--- config.mk ---
export PLATFORM = sky130hd
export DESIGN_NAME = graphite_cmd_fifo
export DESIGN_NICKNAME = d
export VERILOG_FILES = /design/src/rtl/graphite_cmd_fifo.sv
export SDC_FILE = /design/constraint.sdc
export NUM_CORES = 1
export LEC_CHECK = 0
export CORE_MARGIN = 2
export CORE_UTILIZATION = 40
export CTS_BUF_LIST = sky130_fd_sc_hd__clkbuf_4
export DETAILED_ROUTE_END_ITERATION = 12
export SETUP_SLACK_MARGIN = 0.05
export SYNTH_ARGS = -nofsm -noshare
export SYNTH_HDL_FRONTEND = slang
export SYNTH_SLANG_ARGS = --single-unit
export TNS_END_PERCENT = 5
--- constraint.sdc ---
create_clock -name clk -period 10.6 [get_ports clk]
set_input_delay 1.06 -clock clk [delete_from_list [all_inputs] [get_ports clk]]
set_output_delay 1.06 -clock clk [all_outputs]
set_load 0.02 [all_outputs]
--- src/rtl/graphite_cmd_fifo.sv ---
// -----------------------------------------------------------------------------
// graphite_cmd_fifo
//
// Purpose:
//   This block buffers 32-bit Graphite command words between the CPU and the
//   rasterizer. The CPU writes commands through a small register port, and the
//   block presents them on an AXI-stream master.
//
//   The queue has two parts:
//     - a circular RAM of DEPTH-1 words;
//     - a single output register that drives tdata/tvalid.
//   Together they hold up to DEPTH words.
//
//   Software can read the following state through STATUS:
//     - level;
//     - full;
//     - empty;
//     - a sticky overflow flag.
//
// Ports:
//   clk                pixel/system clock; all logic on its rising edge
//   reset_n_i          synchronous active-low reset
//   sel_i              bus request, held until ack_o
//   wr_i               1 = write, 0 = read (valid while sel_i)
//   addr_i             register index: 0 DATA, 1 STATUS, 2 CONTROL, 3 reserved
//   data_in_i          bus write data
//   data_out_o         bus read data, valid in the ack_o cycle
//   ack_o              one-cycle completion strobe
//   cmd_axis_tvalid_o  command word valid
//   cmd_axis_tready_i  rasterizer ready
//   cmd_axis_tdata_o   command word
//   empty_o            no words held
//   full_o             level equals DEPTH
//   level_o            words held (RAM plus output stage)
// -----------------------------------------------------------------------------
module graphite_cmd_fifo #(
  parameter int DEPTH = 16,
  parameter int LW    = $clog2(DEPTH) + 1
) (
  input  logic          clk,
  input  logic          reset_n_i,
  input  logic          sel_i,
  input  logic          wr_i,
  input  logic [1:0]    addr_i,
  input  logic [31:0]   data_in_i,
  output logic [31:0]   data_out_o,
  output logic          ack_o,
  output logic          cmd_axis_tvalid_o,
  input  logic          cmd_axis_tready_i,
  output logic [31:0]   cmd_axis_tdata_o,
  output logic          empty_o,
  output logic          full_o,
  output logic [LW-1:0] level_o
);

  localparam int RAM_WORDS = DEPTH - 1;
  // Pointer/count width: RAM_WORDS is at most DEPTH-1, which fits in clog2(DEPTH) bits.
  localparam int PW = $clog2(DEPTH);
  localparam logic [PW-1:0] LAST_PTR = PW'(RAM_WORDS - 1);

  localparam logic [1:0] ADDR_DATA    = 2'd0;
  localparam logic [1:0] ADDR_STATUS  = 2'd1;
  localparam logic [1:0] ADDR_CONTROL = 2'd2;

  // Pointers wrap modulo DEPTH-1. DEPTH-1 is not a power of two, so the wrap
  // uses an explicit compare.
  function automatic logic [PW-1:0] ptr_inc(input logic [PW-1:0] p);
    return (p == LAST_PTR) ? '0 : p + PW'(1);
  endfunction

  // ---------------------------------------------------------------------------
  // State
  // ---------------------------------------------------------------------------
  logic [31:0]   ram_q [RAM_WORDS];
  logic          ack_q;
  logic [31:0]   data_out_q,  data_out_d;
  logic          tvalid_q,    tvalid_d;
  logic [31:0]   tdata_q;
  logic [LW-1:0] level_q,     level_d;
  logic          empty_q,     empty_d;
  logic          full_q,      full_d;
  logic          overflow_q,  overflow_d;
  logic [PW-1:0] wr_ptr_q,    wr_ptr_d;
  logic [PW-1:0] rd_ptr_q,    rd_ptr_d;
  logic [PW-1:0] ram_cnt_q,   ram_cnt_d;

  // ---------------------------------------------------------------------------
  // Request decode
  // ---------------------------------------------------------------------------
  logic accept, bus_wr, bus_rd, data_wr, ctrl_wr;
  logic push, drop, flush, ovf_clr, pop, refill;
  logic [31:0] status_word;

  // A request is not re-accepted in its own ack cycle. This gives the one-idle-cycle gap.
  assign accept  = sel_i & ~ack_q;
  assign bus_wr  = accept & wr_i;
  assign bus_rd  = accept & ~wr_i;
  assign data_wr = bus_wr & (addr_i == ADDR_DATA);
  assign ctrl_wr = bus_wr & (addr_i == ADDR_CONTROL);
  assign push    = data_wr & ~full_q;
  assign drop    = data_wr & full_q;
  assign flush   = ctrl_wr & data_in_i[0];
  assign ovf_clr = ctrl_wr & data_in_i[1];
  assign pop     = tvalid_q & cmd_axis_tready_i;
  // The output stage takes the RAM head when the stage is idle or being
  // emptied this edge.
  assign refill  = (~tvalid_q | pop) & (ram_cnt_q != '0);

  assign status_word = {16'h0000, 8'(level_q), 5'b00000, overflow_q, full_q, empty_q};

  // ---------------------------------------------------------------------------
  // Next-state logic
  // ---------------------------------------------------------------------------
  always_comb begin
    data_out_d = '0;
    if (bus_rd && addr_i == ADDR_STATUS) begin
      data_out_d = status_word;
    end

    level_d   = level_q;
    ram_cnt_d = ram_cnt_q;
    wr_ptr_d  = wr_ptr_q;
    rd_ptr_d  = rd_ptr_q;
    tvalid_d  = tvalid_q;

    if (flush) begin
      level_d   = '0;
      ram_cnt_d = '0;
      wr_ptr_d  = '0;
      rd_ptr_d  = '0;
      tvalid_d  = 1'b0;
    end else begin
      case ({push, pop})
        2'b10:   level_d = level_q + LW'(1);
        2'b01:   level_d = level_q - LW'(1);
        default: level_d = level_q;
      endcase
      case ({push, refill})
        2'b10:   ram_cnt_d = ram_cnt_q + PW'(1);
        2'b01:   ram_cnt_d = ram_cnt_q - PW'(1);
        default: ram_cnt_d = ram_cnt_q;
      endcase
      if (push)   wr_ptr_d = ptr_inc(wr_ptr_q);
      if (refill) rd_ptr_d = ptr_inc(rd_ptr_q);
      if (refill)   tvalid_d = 1'b1;
      else if (pop) tvalid_d = 1'b0;
    end

    empty_d = (level_d == '0);
    full_d  = (level_d == LW'(DEPTH));

    // A drop takes priority over a simultaneous clear.
    overflow_d = overflow_q;
    if (drop)         overflow_d = 1'b1;
    else if (ovf_clr) overflow_d = 1'b0;
  end

  // ---------------------------------------------------------------------------
  // Storage RAM. This block has no reset so that it maps onto block RAM.
  // ---------------------------------------------------------------------------
  always_ff @(posedge clk) begin
    if (push) begin
      ram_q[wr_ptr_q] <= data_in_i;
    end
  end

  // ---------------------------------------------------------------------------
  // Control registers and output stage
  // ---------------------------------------------------------------------------
  always_ff @(posedge clk) begin
    if (!reset_n_i) begin
      ack_q      <= 1'b0;
      data_out_q <= '0;
      tvalid_q   <= 1'b0;
      tdata_q    <= '0;
      level_q    <= '0;
      empty_q    <= 1'b1;
      full_q     <= 1'b0;
      overflow_q <= 1'b0;
      wr_ptr_q   <= '0;
      rd_ptr_q   <= '0;
      ram_cnt_q  <= '0;
    end else begin
      ack_q      <= accept;
      data_out_q <= data_out_d;
      tvalid_q   <= tvalid_d;
      level_q    <= level_d;
      empty_q    <= empty_d;
      full_q     <= full_d;
      overflow_q <= overflow_d;
      wr_ptr_q   <= wr_ptr_d;
      rd_ptr_q   <= rd_ptr_d;
      ram_cnt_q  <= ram_cnt_d;
      // The RAM is read with a registered read straight into the output
      // stage. tdata is otherwise held until the word is popped.
      if (flush)       tdata_q <= '0;
      else if (refill) tdata_q <= ram_q[rd_ptr_q];
    end
  end

  assign ack_o             = ack_q;
  assign data_out_o        = data_out_q;
  assign cmd_axis_tvalid_o = tvalid_q;
  assign cmd_axis_tdata_o  = tdata_q;
  assign empty_o           = empty_q;
  assign full_o            = full_q;
  assign level_o           = level_q;

endmodule

==> impl_metrics.py, run 1 <==
metrics = {
    "outcome": {
        "status": "complete, no violations",
    },
    "cts": {
        "cts_setup_buffers": 0,
        "cts_tree": "built",
        "root_buffer": "clkbuf_4",
        "clkLatencyLatePin_ns": 0.93,
        "clkTransAtPathRegs_ns": 0.06,
        "cts.sinks": 542,
        "htree_levels": 4,
        "ctsResizeCount": 0,
        "numCtsBuffers": 145,
        "clock_path_buffers": 3,
        "hold_buffers": 0,
    },
    "worst_setup_path": {
        "r2r_start": "rd_ptr_q[1]",
        "cp_data_arrival_time_ns": 3.87,
        "crit_fanout": 26,
        "critPathCaptureType": "flip-flop",
        "r2r_cells": 5,
        "critPathKind": "in2reg",
        "start_kind": "primary input",
        "rr_endpoint": "cmd_axis_tdata_o[26]",
        "critPathRequiredTime_ns": 11.16,
        "r2r_slack_ns": 7.47,
    },
    "run": {
        "cap_viol_max_count": 0,
    },
    "timing": {
        "setup_viol": 0,
        "fin_crit_ns": 3.312,
        "fin_skew_ns": 0.04073,
        "max_freq_ghz": 0.3019,
        "slew_headroom": 0.2871,
        "fin_ws_ns": 7.288,
        "finalCritPeriodShare": 0.3125,
        "rsz0062_at_grt": "false",
        "hold_viol": 0,
        "fin_setup_tns_ns": 0,
        "slew_violations": 0,
        "hold-worst-slack_ns": 0.4865,
        "worst_slew_pin_slew_ns": 1.069,
    },
    "pwr": {
        "ir_worst_vdd_v": 0.0001270,
        "power.total_uw": 5628,
        "power.density_nw_per_um2": 226.9,
        "leakagePower_uw": 0.007914,
    },
    "route": {
        "via_per_inst": 5.142,
        "routedWlPerCell_um": 21.90,
        "drt-total-wl_mm": 45.19,
        "route.detailed.drc": 0,
        "drt_iter0_drc": 787,
        "via_count": 10610,
        "ant_nets": 0,
        "detail_route.first_pass.iterations": 5,
    },
    "synthesis": {
        "synth_cell_type_count": 56,
        "synth_top_area_share": 0.6802,
        "syn_avg_cell_area_sq_um": 20.08,
        "synth_edf_count": 480,
        "synth-seq-cells": 542,
        "yosys_warnings": 0,
        "synth_area_sq_um": 21190,
        "ys.flop_type": "edfxtp_1",
        "synthTopCellsByArea": "edfxtp_1, mux4_2, dfxtp_1",
        "yosysTopAreaCell": "edfxtp_1",
        "synth_common_cells": "edfxtp_1, mux2_2, mux4_2",
        "ys_async_sr_fraction": 0,
        "synth_cells": 1055,
        "synth_most_common_cell": "edfxtp_1",
        "synth-seq-area-share": 0.7388,
    },
    "die": {
        "ios": 112,
        "die_area_sq_um": 54830,
        "start_util": 0.4040,
        "row_count": 84,
        "die_x_um": 234.2,
        "core_sq_um": 52450,
        "die_y_um": 234.2,
    },
    "worst_hold_path": {
        "whs_path_depth": 1,
        "hp-start": "overflow_q",
        "hold_path_end": "data_out_o[2]",
        "hp-class": "reg2reg",
    },
    "finish": {
        "final_core_util": 0.4729,
        "layout-area-overhead-vs-synth_pct": 17.05,
        "drive_above_1_share": 0.3613,
        "nNetsFinal": 1300,
    },
    "global_routing": {
        "grt_pass1_wl_mm": 67.87,
        "grt_antenna_before_repair": 3,
        "grt.overflow.total": 0,
        "grt_use_total": 0.1714,
        "grt_max_degree": 62,
        "grt_pass1_vias": 11350,
    },
    "placement": {
        "gp_congestion": 0.7045,
        "dpl_worst_slack_ns": 6.314,
        "portBuffers": 87,
        "hpwl_mm": 22.63,
    },
}
sequential cells by signal, summed over array words and instances, names as in the netlist:
signal             flops
ack_o                  1
cmd_axis_tdata_o      32
cmd_axis_tvalid_o      1
data_out_o             8
empty_o                1
full_o                 1
level_o                5
overflow_q             1
ram_cnt_q              4
ram_q                480
rd_ptr_q               4
wr_ptr_q               4
cells by family after synthesis:
logic type | Yosys count | synth area share
multiplexers | 228 | 0.1704
AND/OR/NAND/NOR | 83 | 0.02256
buffers and inverters | 88 | 0.02634
XOR/XNOR | 7 | 0.002893
AO/OA/AOI/OAI | 99 | 0.03431
other | 1 | 0.0001770
flip-flops | 542 | 0.7388
adder cells (fa/ha/maj) | 7 | 0.004488
how the worst max path moves through the flow:
| stage | from | end | cells after the start |
|---|---|---|---|
| 3_5_place_dp | addr_i[0] | ram_q[0][17] | 7 |
| 4_1_cts | level_o[1] | level_o[1] | 1 |
| 6_report | addr_i[0] | ram_q[0][15] | 7 |
| 2_1_floorplan | addr_i[0] | ram_q[0][0] | 5 |
| 3_3_place_gp | addr_i[0] | ram_q[0][17] | 7 |
| 5_1_grt | addr_i[0] | ram_q[0][21] | 7 |
report_power, final:
part | internal, uW | leakage (uW) | switching (uW)
clock network | 1100 | 0.00118 | 842
registers | 2400 | 0.00483 | 131
logic | 583 | 0.00190 | 572
total | 4080 | 0.00791 | 1550
critical path, stage by stage:
cell and delay [ns]:
clkdlybuf4s50_1 0.44, nand4bb_1 0.29, nor3_2 0.31, inv_1 0.22
or3_1 0.51, nor3_2 0.51, buf_4 0.51
routing by layer:
metal	vias up	track usage	part of all wire
met4	2	0.07476	0.020
met1	5485	0.2254	0.45
li1	4763	-	-
met5	-	0	0.00029
met3	65	0.04134	0.048
met2	292	0.2725	0.49
cell type report:
| type | instances | area, sq um |
|---|---|---|
| timing repair buffer | 111 | 1051 |
| inverter | 6 | 22.52 |
| clock inverter | 38 | 302.8 |
| fill | 4447 | 27640 |
| antenna | 2 | 5.005 |
| tap | 688 | 860.8 |
| multi-input combinational | 448 | 5182 |
| clock buffer | 228 | 1712 |
| sequential | 542 | 15670 |
cells in the final DEF (no fill, tap or decap), types with 3 or more instances in the layout:
master,netlist,routed
a211oi_1,34,34
a21o_1,3,3
a21oi_1,16,16
and2_1,12,11
buf_4,31,24
bufinv_16,0,5
clkbuf_4,1,228
clkdlybuf4s50_1,0,87
clkinv_1,0,23
clkinv_4,0,3
clkinvlp_4,0,3
conb_1,1,24
dfxtp_1,62,59
dfxtp_4,0,3
edfxtp_1,480,480
ha_1,6,6
inv_1,6,6
mux2_2,96,96
mux2i_1,36,36
mux4_2,94,94
nand2_1,9,9
nand2b_1,3,3
nand3b_1,3,3
nor2_1,28,17
nor2_4,0,11
nor2b_1,4,4
nor3_2,2,6
o21ai_0,3,3
o22ai_1,24,24
o22ai_2,8,8
xnor2_1,3,3
xor2_1,4,4
per-stage QoR:
step	area [sq um]	cells
6_report	24800	2063
5_1_grt	24800	2063
4_1_cts	24800	2061
3_3_place_gp	22780	1795
2_1_floorplan	21280	1078
3_5_place_dp	22780	1795
(Power assumes the default switching activity.)
==> inputs of run 2 (changes only) <==
==> constraint.sdc (replaced) <==
create_clock -name clk -period 3.1 [get_ports clk]
set_input_delay 0.31 -clock clk [delete_from_list [all_inputs] [get_ports clk]]
set_output_delay 0.31 -clock clk [all_outputs]
set_load 0.02 [all_outputs]
==> run 2 against run 1 <==
Net effect: global-route usage decreased by 0.44 points; flip-flop and latch count unchanged; clock skew increased by 0.034 ns; first-iteration DRC count increased by 0.89%; sequential share of layout area decreased by 0.92 points; clock power increased to 3.3 times the previous value; non-clock buffer count increased by 27; die area unchanged; critical path depth increased by 6; final cell count increased by 0.73%.
==> impl_metrics.py, run 2 (synthesis results as in run 1) <==
metrics = {
    "worst_hold_path": {
        "hp-class": "in2reg",
    },
    "global_routing": {
        "grt_pass1_vias": 11080,
        "grt_antenna_before_repair": 1,
        "grt.overflow.total": 0,
        "grt_use_total": 0.1671,
        "grt_pass1_wl_mm": 66.46,
        "grt_max_degree": 53,
    },
    "timing": {
        "fin_crit_ns": 2.689,
        "finalCritPeriodShare": 0.8674,
        "hold_viol": 0,
        "fin_skew_ns": 0.07481,
        "worst_slew_pin_slew_ns": 0.7065,
        "fin_setup_tns_ns": 0,
        "rsz0062_at_grt": "false",
        "slew_headroom": 0.5290,
        "setup_viol": 0,
        "slew_violations": 0,
        "max_freq_ghz": 0.3719,
    },
    "finish": {
        "layout-area-overhead-vs-synth_pct": 18.78,
        "final_common_cell": "edfxtp_1",
        "nNetsFinal": 1323,
        "top_register": "ram_q",
        "layout_common_cells": "edfxtp_1, clkbuf_4, mux2_2",
        "fill_cells": 4381,
        "final_area_sq_um": 25170,
        "largest_reg_flops": 480,
        "drive_above_1_share": 0.3693,
    },
    "cts": {
        "numCtsBuffers": 141,
        "cts.sinks": 542,
        "clock_path_buffers": 3,
        "cts_tree": "built",
        "clkTransAtPathRegs_ns": 0.06,
        "ctsResizeCount": 0,
        "root_buffer": "clkbuf_4",
        "cts_setup_buffers": 0,
        "clkLatencyLatePin_ns": 0.94,
        "htree_levels": 4,
    },
    "worst_setup_path": {
        "critPathRequiredTime_ns": 3.90,
        "cp_data_arrival_time_ns": 3.48,
        "crit_fanout": 3,
        "start_kind": "primary input",
        "critPathCaptureType": "flip-flop",
        "r2r_slack_ns": 0.48,
        "critPathKind": "in2reg",
    },
    "placement": {
        "gp_congestion": 0.7188,
        "portBuffers": 87,
        "dpl_cell_area_sq_um": 23220,
        "hpwl_mm": 24.37,
    },
    "pwr": {
        "leakagePower_uw": 0.008060,
        "power.density_nw_per_um2": 763.2,
        "ir_worst_vdd_v": 0.0004684,
    },
    "route": {
        "drt_iter0_drc": 794,
        "ant_nets": 0,
        "drt-total-wl_mm": 44.29,
        "routedWlPerCell_um": 21.31,
        "via_count": 10680,
        "via_per_inst": 5.140,
        "detail_route.first_pass.iterations": 5,
        "route.detailed.drc": 0,
    },
    "run": {
        "cap_viol_max_count": 0,
    },
    "die": {
        "die_area_sq_um": 54830,
        "die_x_um": 234.2,
        "die_y_um": 234.2,
        "ios": 112,
        "row_count": 84,
        "core_sq_um": 52450,
        "start_util": 0.4040,
    },
    "outcome": {
        "status": "complete, no violations",
    },
}
[run 2: worst paths after layout]
| kind | start | to | depth (start not counted) |
|---|---|---|---|
| worst min-delay path | reset_n_i | overflow_q | 2 |
| worst max register to register | ack_o | full_o | 11 |
| worst min register to register | level_o[4] | data_out_o[12] | 1 |
| worst max-delay path | sel_i | full_o | 13 |
[run 2: stage by stage]
| stage | power [uW] | cells | setup slack (ns) | utilization | hold slack, ns |
|---|---|---|---|---|---|
| 2_1_floorplan | 11610 | 1078 | -0.5995 | - | 0.4089 |
| 3_3_place_gp | 12920 | 1820 | 0.1120 | 0.4428 | 0.4582 |
| 3_5_place_dp | 12970 | 1820 | 0.08608 | 0.4428 | 0.4595 |
| 4_1_cts | 19520 | 2077 | 0.4377 | 0.4799 | 0.01431 |
| 5_1_grt | 20180 | 2078 | 0.3391 | 0.4799 | 0.05037 |
| 6_report | 19210 | 2078 | 0.4110 | 0.4799 | 0.1451 |
[run 2: timing repair]
item / CTS / global route
endpoints found under the hold margin: 2 / 0
hold buffers: 2 / 0
endpoints found under the setup margin: 0 / 0
[run 2: area by class of cell]
cell class	count	area [sq um]	area share
Clock inverter	35	274.0	0.01089
Clock buffer	220	1652	0.06562
Timing Repair Buffer	138	1496	0.05946
Multi-Input combinational cell	448	5195	0.2064
Antenna cell	1	2.502	0.00009942
Tap cell	688	860.8	0.03420
Inverter	6	22.52	0.0008948
Sequential cell	542	15670	0.6224
[run 2: layer usage]
metal | GRT usage | vias to the layer above | wire length [um] | share of wire
met2 | 0.2665 | 310 | 21680 | 0.49
met1 | 0.2196 | 5501 | 19460 | 0.44
li1 | - | 4809 | - | -
met5 | 0 | - | 0 | 0
met4 | 0.05439 | 0 | 660 | 0.015
met3 | 0.05022 | 61 | 2481 | 0.056
[run 2: report_power, final]
part	internal, uW	total [uW]	switching, uW
registers	8200	8510	315
clock network	3640	6470	2830
logic	2110	4230	2120
[run 2: worst max-delay path, stage by stage]
cell,delay [ns]
dlygate4sd3_1,0.52
clkdlybuf4s50_1,0.51
nand4bb_1,0.20
nor3_2,0.23
inv_1,0.12
ha_1,0.23
xor2_1,0.16
ha_1,0.22
a21oi_1,0.19
mux2i_1,0.27
xnor2_1,0.12
nor3_2,0.20
nor3b_2,0.18
